--- src/rtl/rip_ro_pkg.sv ---
// Shared types and width helpers for the ring-oscillator measurement controller.
package rip_ro_pkg;

  typedef enum logic [1:0] {
    IDLE,
    SETTLE,
    MEASURE,
    REPORT
  } ro_state_e;

  function automatic int idx_width(input int num_ro);
    return (num_ro > 1) ? $clog2(num_ro) : 1;
  endfunction

  // One timer serves both phases, so it is sized for the longer one.
  function automatic int timer_width(input int window_cycles, input int settle_cycles);
    return $clog2(((window_cycles > settle_cycles) ? window_cycles : settle_cycles) + 1);
  endfunction

endpackage

--- src/rtl/rip_ro_edge_counter.sv ---
// Synchronises every oscillator output, detects rising edges on the selected one
// and counts them with saturation; next-state values include the current cycle's edge.
module rip_ro_edge_counter
  import rip_ro_pkg::*;
#(
  parameter int NUM_RO = 4,
  parameter int CNT_W  = 16,
  parameter int IDX_W  = 2
) (
  input  logic              clk,
  input  logic              rstn,
  input  logic [NUM_RO-1:0] ro_in,
  input  logic [IDX_W-1:0]  sel,
  input  logic              clear,
  input  logic              enable,
  output logic [CNT_W-1:0]  count_next,
  output logic              sat_next
);

  logic [NUM_RO-1:0] sync1, sync2, sync3;
  logic [NUM_RO-1:0] sel_mask;
  logic [CNT_W-1:0]  count;
  logic              sat;
  logic              rise;

  always_ff @(posedge clk or negedge rstn) begin
    if (!rstn) begin
      sync1 <= '0;
      sync2 <= '0;
      sync3 <= '0;
    end else begin
      sync1 <= ro_in;
      sync2 <= sync1;
      sync3 <= sync2;
    end
  end

  // A mask rather than a bit-select keeps the single-oscillator case well formed.
  assign sel_mask = NUM_RO'(1) << sel;
  assign rise     = |(sync2 & ~sync3 & sel_mask);

  always_comb begin
    count_next = count;
    sat_next   = sat;
    if (clear) begin
      count_next = '0;
      sat_next   = 1'b0;
    end else if (enable && rise && !(&count)) begin
      count_next = count + CNT_W'(1);
      if (&count_next) sat_next = 1'b1;
    end
  end

  always_ff @(posedge clk or negedge rstn) begin
    if (!rstn) begin
      count <= '0;
      sat   <= 1'b0;
    end else begin
      count <= count_next;
      sat   <= sat_next;
    end
  end

endmodule

--- src/rtl/rip_ro_controller.sv ---
// Steps through the oscillator bank one at a time: settle, count edges over a
// fixed window, then hold the result until the consumer takes it.
module rip_ro_controller
  import rip_ro_pkg::*;
#(
  parameter int NUM_RO        = 4,
  parameter int WINDOW_CYCLES = 1024,
  parameter int SETTLE_CYCLES = 4,
  parameter int CNT_W         = 16,
  localparam int IDX_W        = idx_width(NUM_RO)
) (
  input  logic              clk,
  input  logic              rstn,
  input  logic              start,
  input  logic              continuous,
  output logic [NUM_RO-1:0] ro_rstn,
  input  logic [NUM_RO-1:0] ro_in,
  output logic              busy,
  output logic              result_valid,
  input  logic              result_ready,
  output logic [IDX_W-1:0]  result_idx,
  output logic [CNT_W-1:0]  result_count,
  output logic              result_sat
);

  localparam int TMR_W = timer_width(WINDOW_CYCLES, SETTLE_CYCLES);
  localparam logic [TMR_W-1:0] SETTLE_LAST = TMR_W'(SETTLE_CYCLES - 1);
  localparam logic [TMR_W-1:0] WINDOW_LAST = TMR_W'(WINDOW_CYCLES - 1);
  localparam logic [IDX_W-1:0] IDX_LAST    = IDX_W'(NUM_RO - 1);

  ro_state_e        state, state_nxt;
  logic [IDX_W-1:0] idx, idx_nxt;
  logic [TMR_W-1:0] timer, timer_nxt;
  logic             latch, cnt_clear, cnt_enable;
  logic [CNT_W-1:0] count_next;
  logic             sat_next;

  rip_ro_edge_counter #(
    .NUM_RO (NUM_RO),
    .CNT_W  (CNT_W),
    .IDX_W  (IDX_W)
  ) u_edge_counter (
    .clk        (clk),
    .rstn       (rstn),
    .ro_in      (ro_in),
    .sel        (idx),
    .clear      (cnt_clear),
    .enable     (cnt_enable),
    .count_next (count_next),
    .sat_next   (sat_next)
  );

  always_ff @(posedge clk or negedge rstn) begin
    if (!rstn) begin
      state <= IDLE;
      idx   <= '0;
      timer <= '0;
    end else begin
      state <= state_nxt;
      idx   <= idx_nxt;
      timer <= timer_nxt;
    end
  end

  // The window's last cycle latches count_next so an edge seen in that cycle is kept.
  always_ff @(posedge clk or negedge rstn) begin
    if (!rstn) begin
      result_idx   <= '0;
      result_count <= '0;
      result_sat   <= 1'b0;
    end else if (latch) begin
      result_idx   <= idx;
      result_count <= count_next;
      result_sat   <= sat_next;
    end
  end

  always_comb begin
    state_nxt  = state;
    idx_nxt    = idx;
    timer_nxt  = timer;
    latch      = 1'b0;
    cnt_clear  = 1'b0;
    cnt_enable = 1'b0;
    case (state)
      IDLE: begin
        if (start) begin
          state_nxt = SETTLE;
          idx_nxt   = '0;
          timer_nxt = '0;
        end
      end
      SETTLE: begin
        cnt_clear = 1'b1;
        if (timer == SETTLE_LAST) begin
          state_nxt = MEASURE;
          timer_nxt = '0;
        end else begin
          timer_nxt = timer + TMR_W'(1);
        end
      end
      MEASURE: begin
        cnt_enable = 1'b1;
        if (timer == WINDOW_LAST) begin
          latch     = 1'b1;
          state_nxt = REPORT;
          timer_nxt = '0;
        end else begin
          timer_nxt = timer + TMR_W'(1);
        end
      end
      REPORT: begin
        if (result_ready) begin
          timer_nxt = '0;
          if (idx < IDX_LAST) begin
            idx_nxt   = idx + IDX_W'(1);
            state_nxt = SETTLE;
          end else if (continuous) begin
            idx_nxt   = '0;
            state_nxt = SETTLE;
          end else begin
            state_nxt = IDLE;
          end
        end
      end
      default: state_nxt = IDLE;
    endcase
  end

  // Decoded straight from the state flops so reset stops the oscillator without a clock.
  assign ro_rstn      = ((state == SETTLE) || (state == MEASURE)) ? (NUM_RO'(1) << idx) : '0;
  assign busy         = (state != IDLE);
  assign result_valid = (state == REPORT);

endmodule

--- config.mk ---
export PLATFORM = sky130hd
export DESIGN_NAME = rip_ro_controller
export DESIGN_NICKNAME = d
export VERILOG_FILES = /design/src/rtl/rip_ro_pkg.sv /design/src/rtl/rip_ro_edge_counter.sv /design/src/rtl/rip_ro_controller.sv
export SDC_FILE = /design/constraint.sdc
export NUM_CORES = 1
export LEC_CHECK = 0
export ABC_AREA = 1
export BUFFER_PORTS_ARGS = -buffer_cell sky130_fd_sc_hd__buf_2
export CAP_MARGIN = 40
export CORE_ASPECT_RATIO = 2
export CORE_MARGIN = 5
export CORE_UTILIZATION = 59
export CTS_CLUSTER_DIAMETER = 50
export CTS_CLUSTER_SIZE = 20
export DETAILED_ROUTE_END_ITERATION = 10
export PLACE_DENSITY = 0.82
export SLEW_MARGIN = 20
export SYNTH_ARGS = -nofsm -noshare
export SYNTH_HDL_FRONTEND = slang
export SYNTH_HIERARCHICAL = 1
export SYNTH_SLANG_ARGS = --single-unit
--- constraint.sdc ---
create_clock -name clk -period 2.3 [get_ports clk]
set_input_delay 0.345 -clock clk [delete_from_list [all_inputs] [get_ports clk]]
set_output_delay 0.345 -clock clk [all_outputs]
set_load 0.02 [all_outputs]
Word-level counts from Yosys, hierarchy flattened
Cells that the tools add are included.
{"block": "totals", "register_bits": 63, "latch_bits": 0, "mem_bits_rw": 0, "rom_bits": 0, "in_bits": 9, "output_inout_bits": 25, "wordCells": 69, "n_memories": 0}
{"block": "classes", "addsub": 3, "mul": 0, "n_div": 0, "n_lt_le_gt_ge": 1, "n_eq_ne": 10, "n_shift": 1, "n_mux": 27, "bitwise_logic": 3, "reduce_logical": 13}
{"cell": "2-to-1 mux 11 bit", "n": 4}
{"cell": "one-hot mux 11 bit (4 select lines)", "n": 1}
{"cell": "2-to-1 mux 16 bit", "n": 2}
{"cell": "AND reduction 16 bit", "n": 2}
{"cell": "adder 16 x 1 -> 16 bit (second input constant)", "n": 1}
{"cell": "2-to-1 mux 2 bit", "n": 8}
{"cell": "adder 11 x 1 -> 11 bit (second input constant)", "n": 1}
{"cell": "== test 11 x 10 -> 1 bit (second input constant)", "n": 1}
{"cell": "== test 11 x 2 -> 1 bit (second input constant)", "n": 1}
{"cell": "2-to-1 mux 1 bit", "n": 9}
{"cell": "AND 4 bit", "n": 2}
{"cell": "one-hot mux 2 bit (4 select lines)", "n": 1}
{"cell": "AND reduction 4 bit", "n": 2}
{"cell": "!= test 2 bit (second input constant)", "n": 3}
{"cell": "== test 2 bit (second input constant)", "n": 2}
{"cell": "2-to-1 mux 4 bit", "n": 1}
{"cell": "NOT 4 bit", "n": 1}
{"cell": "one-hot mux 2 bit (2 select lines)", "n": 1}
{"cell": "nonzero test 2 bit", "n": 2}
{"cell": "OR reduction 4 bit", "n": 1}
{"cell": "<< shifter 1 x 2 -> 4 bit (first input constant)", "n": 1}
{"cell": "!= test 3 x 2 -> 1 bit (second input constant)", "n": 1}
{"cell": "adder 2 x 1 -> 2 bit (second input constant)", "n": 1}
{"cell": "== test 2 x 1 -> 1 bit (second input constant)", "n": 1}
{"cell": "7 further kinds", "n": 8}

Longest topological paths before layout
{"block": "logic_depth", "depth_word": 8, "depth_mapped": 13, "depth_no_buf": 13}

By module
Netlist, hierarchy kept.
{"mod": "rip_ro_controller", "instances": 1, "cells_per_inst": 219, "area_per_inst_um2": 1905.6, "seq_area_each_um2": 850.8}
{"mod": "rip_ro_edge_counter", "instances": 1, "cells_per_inst": 194, "area_per_inst_um2": 1585.3, "seq_area_each_um2": 725.7}

Least setup slack after synthesis
OpenSTA, ideal clock, no wires.
{"block": "synth_path", "kind": "register -> register", "startpoint": "register u_edge_counter.count[0]", "endpoint": "register result_sat", "setup_ns": 0.083, "t_arrival_ns": 1.737, "required_ns": 2.217, "setup_slack_ns": 0.481, "stages_incl_launch_ff": 14, "n_path_buf": 1, "period_less_slack_ns": 1.819, "path_cell_list": "dfrtp_1 -> ha_1 -> nand3_2 -> inv_2 -> nand3_2 -> nor2_4 -> nor2_4 -> buf_6 -> nand2_2 -> nor2_2 -> nand3_2 -> a21oi_2 -> inv_1 -> o21ai_0"}
{"block": "synth_via", "elab_chain_len": 5, "word_cells_on_any_way": 8, "classes_between": "1 x add/sub; 3 x mux; 4 x reduce/logical"}
{"item": "from (decl)", "line_no": "rip_ro_edge_counter.sv:22", "rtl": "logic [CNT_W-1:0] count;"}
{"item": "from (signal assigned)", "line_no": "rip_ro_edge_counter.sv:59", "rtl": "count <= count_next;"}
{"item": "adder 16 x 1 -> 16 bit / AND reduction 16 bit (equally long branches)", "line_no": "rip_ro_edge_counter.sv:49, rip_ro_edge_counter.sv:48"}
{"item": "AND reduction 16 bit / zero test 1 bit (equally long branches)", "line_no": "rip_ro_edge_counter.sv:50, rip_ro_edge_counter.sv:48"}
{"item": "2-to-1 mux 1 bit / logical AND 1 bit (equally long branches)", "line_no": "rip_ro_edge_counter.sv:50, rip_ro_edge_counter.sv:48"}
{"item": "2-to-1 mux 1 bit (*)", "line_no": "rip_ro_edge_counter.sv:48", "rtl": "end else if (enable && rise && !(&count)) begin"}
{"item": "2-to-1 mux 1 bit (*)", "line_no": "rip_ro_edge_counter.sv:45", "rtl": "if (clear) begin"}
{"item": "via sat_next", "line_no": "rip_ro_controller.sv:36", "rtl": "logic sat_next;"}
{"item": "to (signal assigned)", "line_no": "rip_ro_controller.sv:74", "rtl": "result_sat <= sat_next;"}
{"item": "to (decl)", "line_no": "rip_ro_controller.sv:23", "rtl": "output logic result_sat"}
The timed path passes the listed nets; every way through them passes the cells marked *.
A chain may end at the register's enable or synchronous reset.

Worst setup path in the final report
{"block": "layout_path", "startpoint": "register state[0]", "endpoint": "register result_count[11]"}
{"block": "layout_via", "elab_chain_len": 6, "word_cells_on_any_way": 9, "classes_between": "2 x eq/ne; 5 x mux; 2 x reduce/logical"}
{"item": "from (decl)", "line_no": "rip_ro_controller.sv:31", "rtl": "ro_state_e state, state_nxt;"}
{"item": "from (signal assigned)", "line_no": "rip_ro_controller.sv:59", "rtl": "state <= state_nxt;"}
{"item": "== test 2 bit", "line_no": "rip_ro_controller.sv:85", "rtl": "case (state)"}
{"item": "2-to-1 mux 1 bit", "line_no": "rip_ro_controller.sv:85"}
{"item": "via cnt_enable", "line_no": "rip_ro_controller.sv:34", "rtl": "logic latch, cnt_clear, cnt_enable;"}
{"item": "logical AND 1 bit (2 in series)", "line_no": "rip_ro_edge_counter.sv:48"}
{"item": "2-to-1 mux 16 bit", "line_no": "rip_ro_edge_counter.sv:48"}
{"item": "2-to-1 mux 16 bit", "line_no": "rip_ro_edge_counter.sv:45"}
{"item": "via count_next[11]", "line_no": "rip_ro_controller.sv:35", "rtl": "logic [CNT_W-1:0] count_next;"}
{"item": "to (signal assigned)", "line_no": "rip_ro_controller.sv:73", "rtl": "result_count <= count_next;"}
{"item": "to (decl)", "line_no": "rip_ro_controller.sv:22", "rtl": "output logic [CNT_W-1:0] result_count,"}
The timed path passes the listed nets, and every way through them passes these cells.

==> run summary <==
* 435 — synthesized netlist net count
* 0.354 — relative contribution of sequential cells to total power
* 0 — hold violation total from the final report
* 0.452 — share of the synthesized area in the top cell type
* 7 — critical path peak fanout
* 0.180 ns — Worst Slack Setup Final
* result_count[11] — capturing point of the worst reg2reg path
* 0 — ant diodes
* 2 — maximum buffer depth of the clock tree
* 3680 sq um — total cell area at the placement stage
* 0.701 — Slew Limit Headroom
* inv_1 — CP most frequent cell
* 2.68 mW — Cell Int Power
* 9 — number of buffers created by CTS
* 0 — hold buffer count at cts
* 5390 um — Final HPWL DP
* inv_1 -> ha_1 -> nand3_1 -> nor2_4 -> buf_4 -> o21ai_1 -> a31oi_1 -> inv_1 -> o21ai_0 — cells along the critical path
* 0.448 ns — worst slew pin tran
* 0 — Finish-stage setup viols
* dfrtp_1 45%, nand2_1 9.7%, inv_1 6.3% — biggest area contributors in the synthesized netlist
* 0 — Residual DRC
* 0.696 — final core utilization
* 142 — drt first-iter violations
* 660 uV — maximum VDD drop
* 0.00599 ns — skew final
* 413 — Cells after Synth
* completed — result of the run
* 8.45 sq um — mean cell area of the mapped netlist
* 39 — row count
* simple AND/OR/NAND/NOR gates — crit-path leading delay family
* 0 — max-cap violation count
* 64.4 um — chip width
* 4010 sq um — area of all placed cells without fillers
* 0 ns — Final TNS setup
* 1.92 nW — standby leakage power
* flip-flop — Critical Path Sink Type
* 0.858 — routability congestion estimate from global placement
* 119 um — vertical die dimension
* clkbuf_16 — clock root buffer
* 477 — nets
* 5.48 — post-detailed-route via-to-cell ratio
* false — setup repair after global routing missed its margin
* 0.0988 ns — worst setup slack before clock tree synthesis
* 0.33 ns — clock network latency to the later pin of the worst-skew pair
* dfrtp_1 — cell type with the largest total area after synthesis
* 0.385 — share of total power consumed by net switching
* 1.68 mW — Net Sw Power
* 33 — # port buffers
* 2.12 ns — final critical delay including setup and external delays
* in -> async — path type of the worst min-delay path
* flip-flop — type of element launching the critical path
* 6 — Synth warnings
* 7650 sq um — total die area
* 0.209 — global-route usage over all layers
* dfrtp_1 — cell with the largest stage delay on the worst path
* 37 — post-synth cell types
* state[0] — origin of the worst setup path
* 0.922 — share of the clock period used by the worst path
* 4 — number of iterations in the first detailed-routing pass
* 0.18 ns — Register-to-Register Setup Slack
* 2903 — via count of the first global-routing pass
* 2.36 ns — signal arrival time at the worst endpoint
* 0.452 — Seq/Total Area, Yosys
* 0.331 — combinational power share
* 7350 um — drt total wl
* 64 — maximum number of pins on one net before global-route repair
* 34 — boundary pin count
* 0 — post-route ant nets
* 5760 sq um — area inside the core boundary
* 9 — count of cells along the worst register-to-register path
* 14.1 um — detail-routed net length per standard cell
* 1090 nW/um^2 — Power Dens Cells
* 14.9% — relative area change from synthesis to final layout
* 63 — CTS sink cnt
* 521 — fin cells
* 0.05 ns — post-CTS clock slew at the launch and capture registers of the worst setup and hold paths
* 2.54 ns — CP required
* 0.248 — share of layout cells above drive strength 1
* 457 — number of fill cells
* 2853 — total number of vias
* 0 — total count of max-transition violations in the final report
* 0.315 — Clock Power Share
* 0 — global-route congestion overflow total
* 3490 sq um — Post-Synthesis Cell Area
* state[0] — worst reg2reg startpoint
* 0.44 ns — highest cell delay on the worst timing path
* 3 — count of H-tree levels built during CTS
* 0 — initial antenna violation count
* 0.606 — initial cell density of the core
* 502 — cell count after placement
* 3 — critical path buffer and inverter count
* 63 — Seq cells post-synth
* 12500 um — first-pass GRT wire length
* 0.472 GHz — Peak Freq
* reg -> reg — worst setup path category
* yes — TritonCTS clock tree
==> cells in the final DEF (no fill, tap or decap), drive strengths merged <==
cell    count
a21oi      14
o211ai      1
o22ai       1
clkbuf     13
inv        64
nand3      33
nor2       51
dfrtp      63
xor2        3
nand4      11
nand2     102
a31oi       1
xnor2       1
o21ai      37
nand3b      3
buf        39
ha         13
clkinv      3
o21bai      3
bufinv      1
nor3        3
==> worst max-delay path by stage <==
| stage | endpoint | slack (ns) | cells after the start |
|---|---|---|---|
| CTS | result_count[1] | 0.08 | 9 |
| global route | result_count[11] | 0.07 | 9 |
| finish | result_count[11] | 0.18 | 9 |
| floorplan | result_sat | 0.48 | 13 |
| global placement | result_sat | 0.22 | 10 |
| detailed placement | result_count[1] | 0.1 | 9 |
==> sequential cells by signal, indices dropped and copies added, names as in the netlist <==
name                  flops
result_count             16
timer                    11
u_edge_counter/count     16
result_sat                1
state                     2
idx                       2
u_edge_counter/sync1      4
u_edge_counter/sync3      4
u_edge_counter/sat        1
result_idx                2
u_edge_counter/sync2      4
==> synthesized netlist by cell type <==
cell / instances
a21oi_1: 10
a21oi_2: 4
a31oi_1: 1
buf_12: 1
buf_2: 1
buf_6: 4
buf_8: 1
clkbuf_2: 1
clkinv_4: 1
dfrtp_1: 63
ha_1: 13
inv_1: 59
inv_2: 5
nand2_1: 90
nand2_2: 11
nand2_4: 1
nand3_1: 28
nand3_2: 4
nand3_4: 1
nand3b_1: 3
nand4_1: 10
nand4_2: 1
nor2_1: 33
nor2_2: 12
nor2_4: 6
nor3_1: 2
nor3_2: 1
o211ai_2: 1
o21ai_0: 19
o21ai_1: 7
o21ai_2: 10
o21ai_4: 1
o21bai_1: 2
o21bai_4: 1
o22ai_1: 1
xnor2_1: 1
xor2_1: 3
==> power groups by stage <==
stage | Clock, mW | Combinational (mW) | Sequential [mW]
4_1_cts | 1.40 | 1.42 | 1.53
2_1_floorplan | 0 | 1.11 | 1.47
3_5_place_dp | 0 | 1.41 | 1.54
6_report | 1.37 | 1.44 | 1.54
5_1_grt | 1.46 | 1.61 | 1.56
3_3_place_gp | 0 | 1.36 | 1.54
==> per-layer routing <==
metal	vias to the layer above	track usage	routed length, um
met2	63	0.383	4190
met1	1366	0.204	2630
met3	23	0.0522	292
met5	-	0	0
met4	0	0.125	240
li1	1401	-	-
==> cell type report <==
| class | instances | area (sq um) | share of cell area |
|---|---|---|---|
| flip-flops and latches | 63 | 1580 | 0.393 |
| multi-input cells | 277 | 1580 | 0.393 |
| clock buffers | 13 | 270 | 0.0674 |
| inverters | 65 | 249 | 0.0621 |
| repair buffers | 39 | 223 | 0.0555 |
| well taps | 61 | 76.3 | 0.0190 |
| clock inverters | 3 | 40.0 | 0.00998 |
==> worst reg2reg max path, stage by stage, from the launching register on <==
cell and delay (ns):
dfrtp_1 0.44, inv_1 0.15, ha_1 0.28, nand3_1 0.19, nor2_4 0.26, buf_4 0.19
o21ai_1 0.06, a31oi_1 0.24, inv_1 0.07, o21ai_0 0.15
==> timing repair <==
item | 4_1_cts | 5_1_grt
endpoints found under the setup margin | 0 | 4
hold endpoints to repair | 0 | 0
gates resized for setup | 0 | 0
buffers inserted | 0 | 3
==> kinds of logic after synthesis <==
| family | after synthesis | share of synthesized area |
|---|---|---|
| flip-flops | 63 | 0.452 |
| adder cells (fa/ha/maj) | 13 | 0.0466 |
| XOR/XNOR | 4 | 0.0100 |
| AO/OA/AOI/OAI | 57 | 0.108 |
| buffers and inverters | 73 | 0.0971 |
| AND/OR/NAND/NOR | 203 | 0.286 |
==> stage by stage <==
step | total power, mW | hold slack [ns]
after floorplan | 2.59 | 0.0494
after global placement | 2.90 | 0.333
after detailed placement | 2.96 | 0.341
after CTS | 4.35 | 0.0280
after global routing | 4.62 | 0.0429
final | 4.35 | 0.0120
Power figures use the tool's default switching activity.
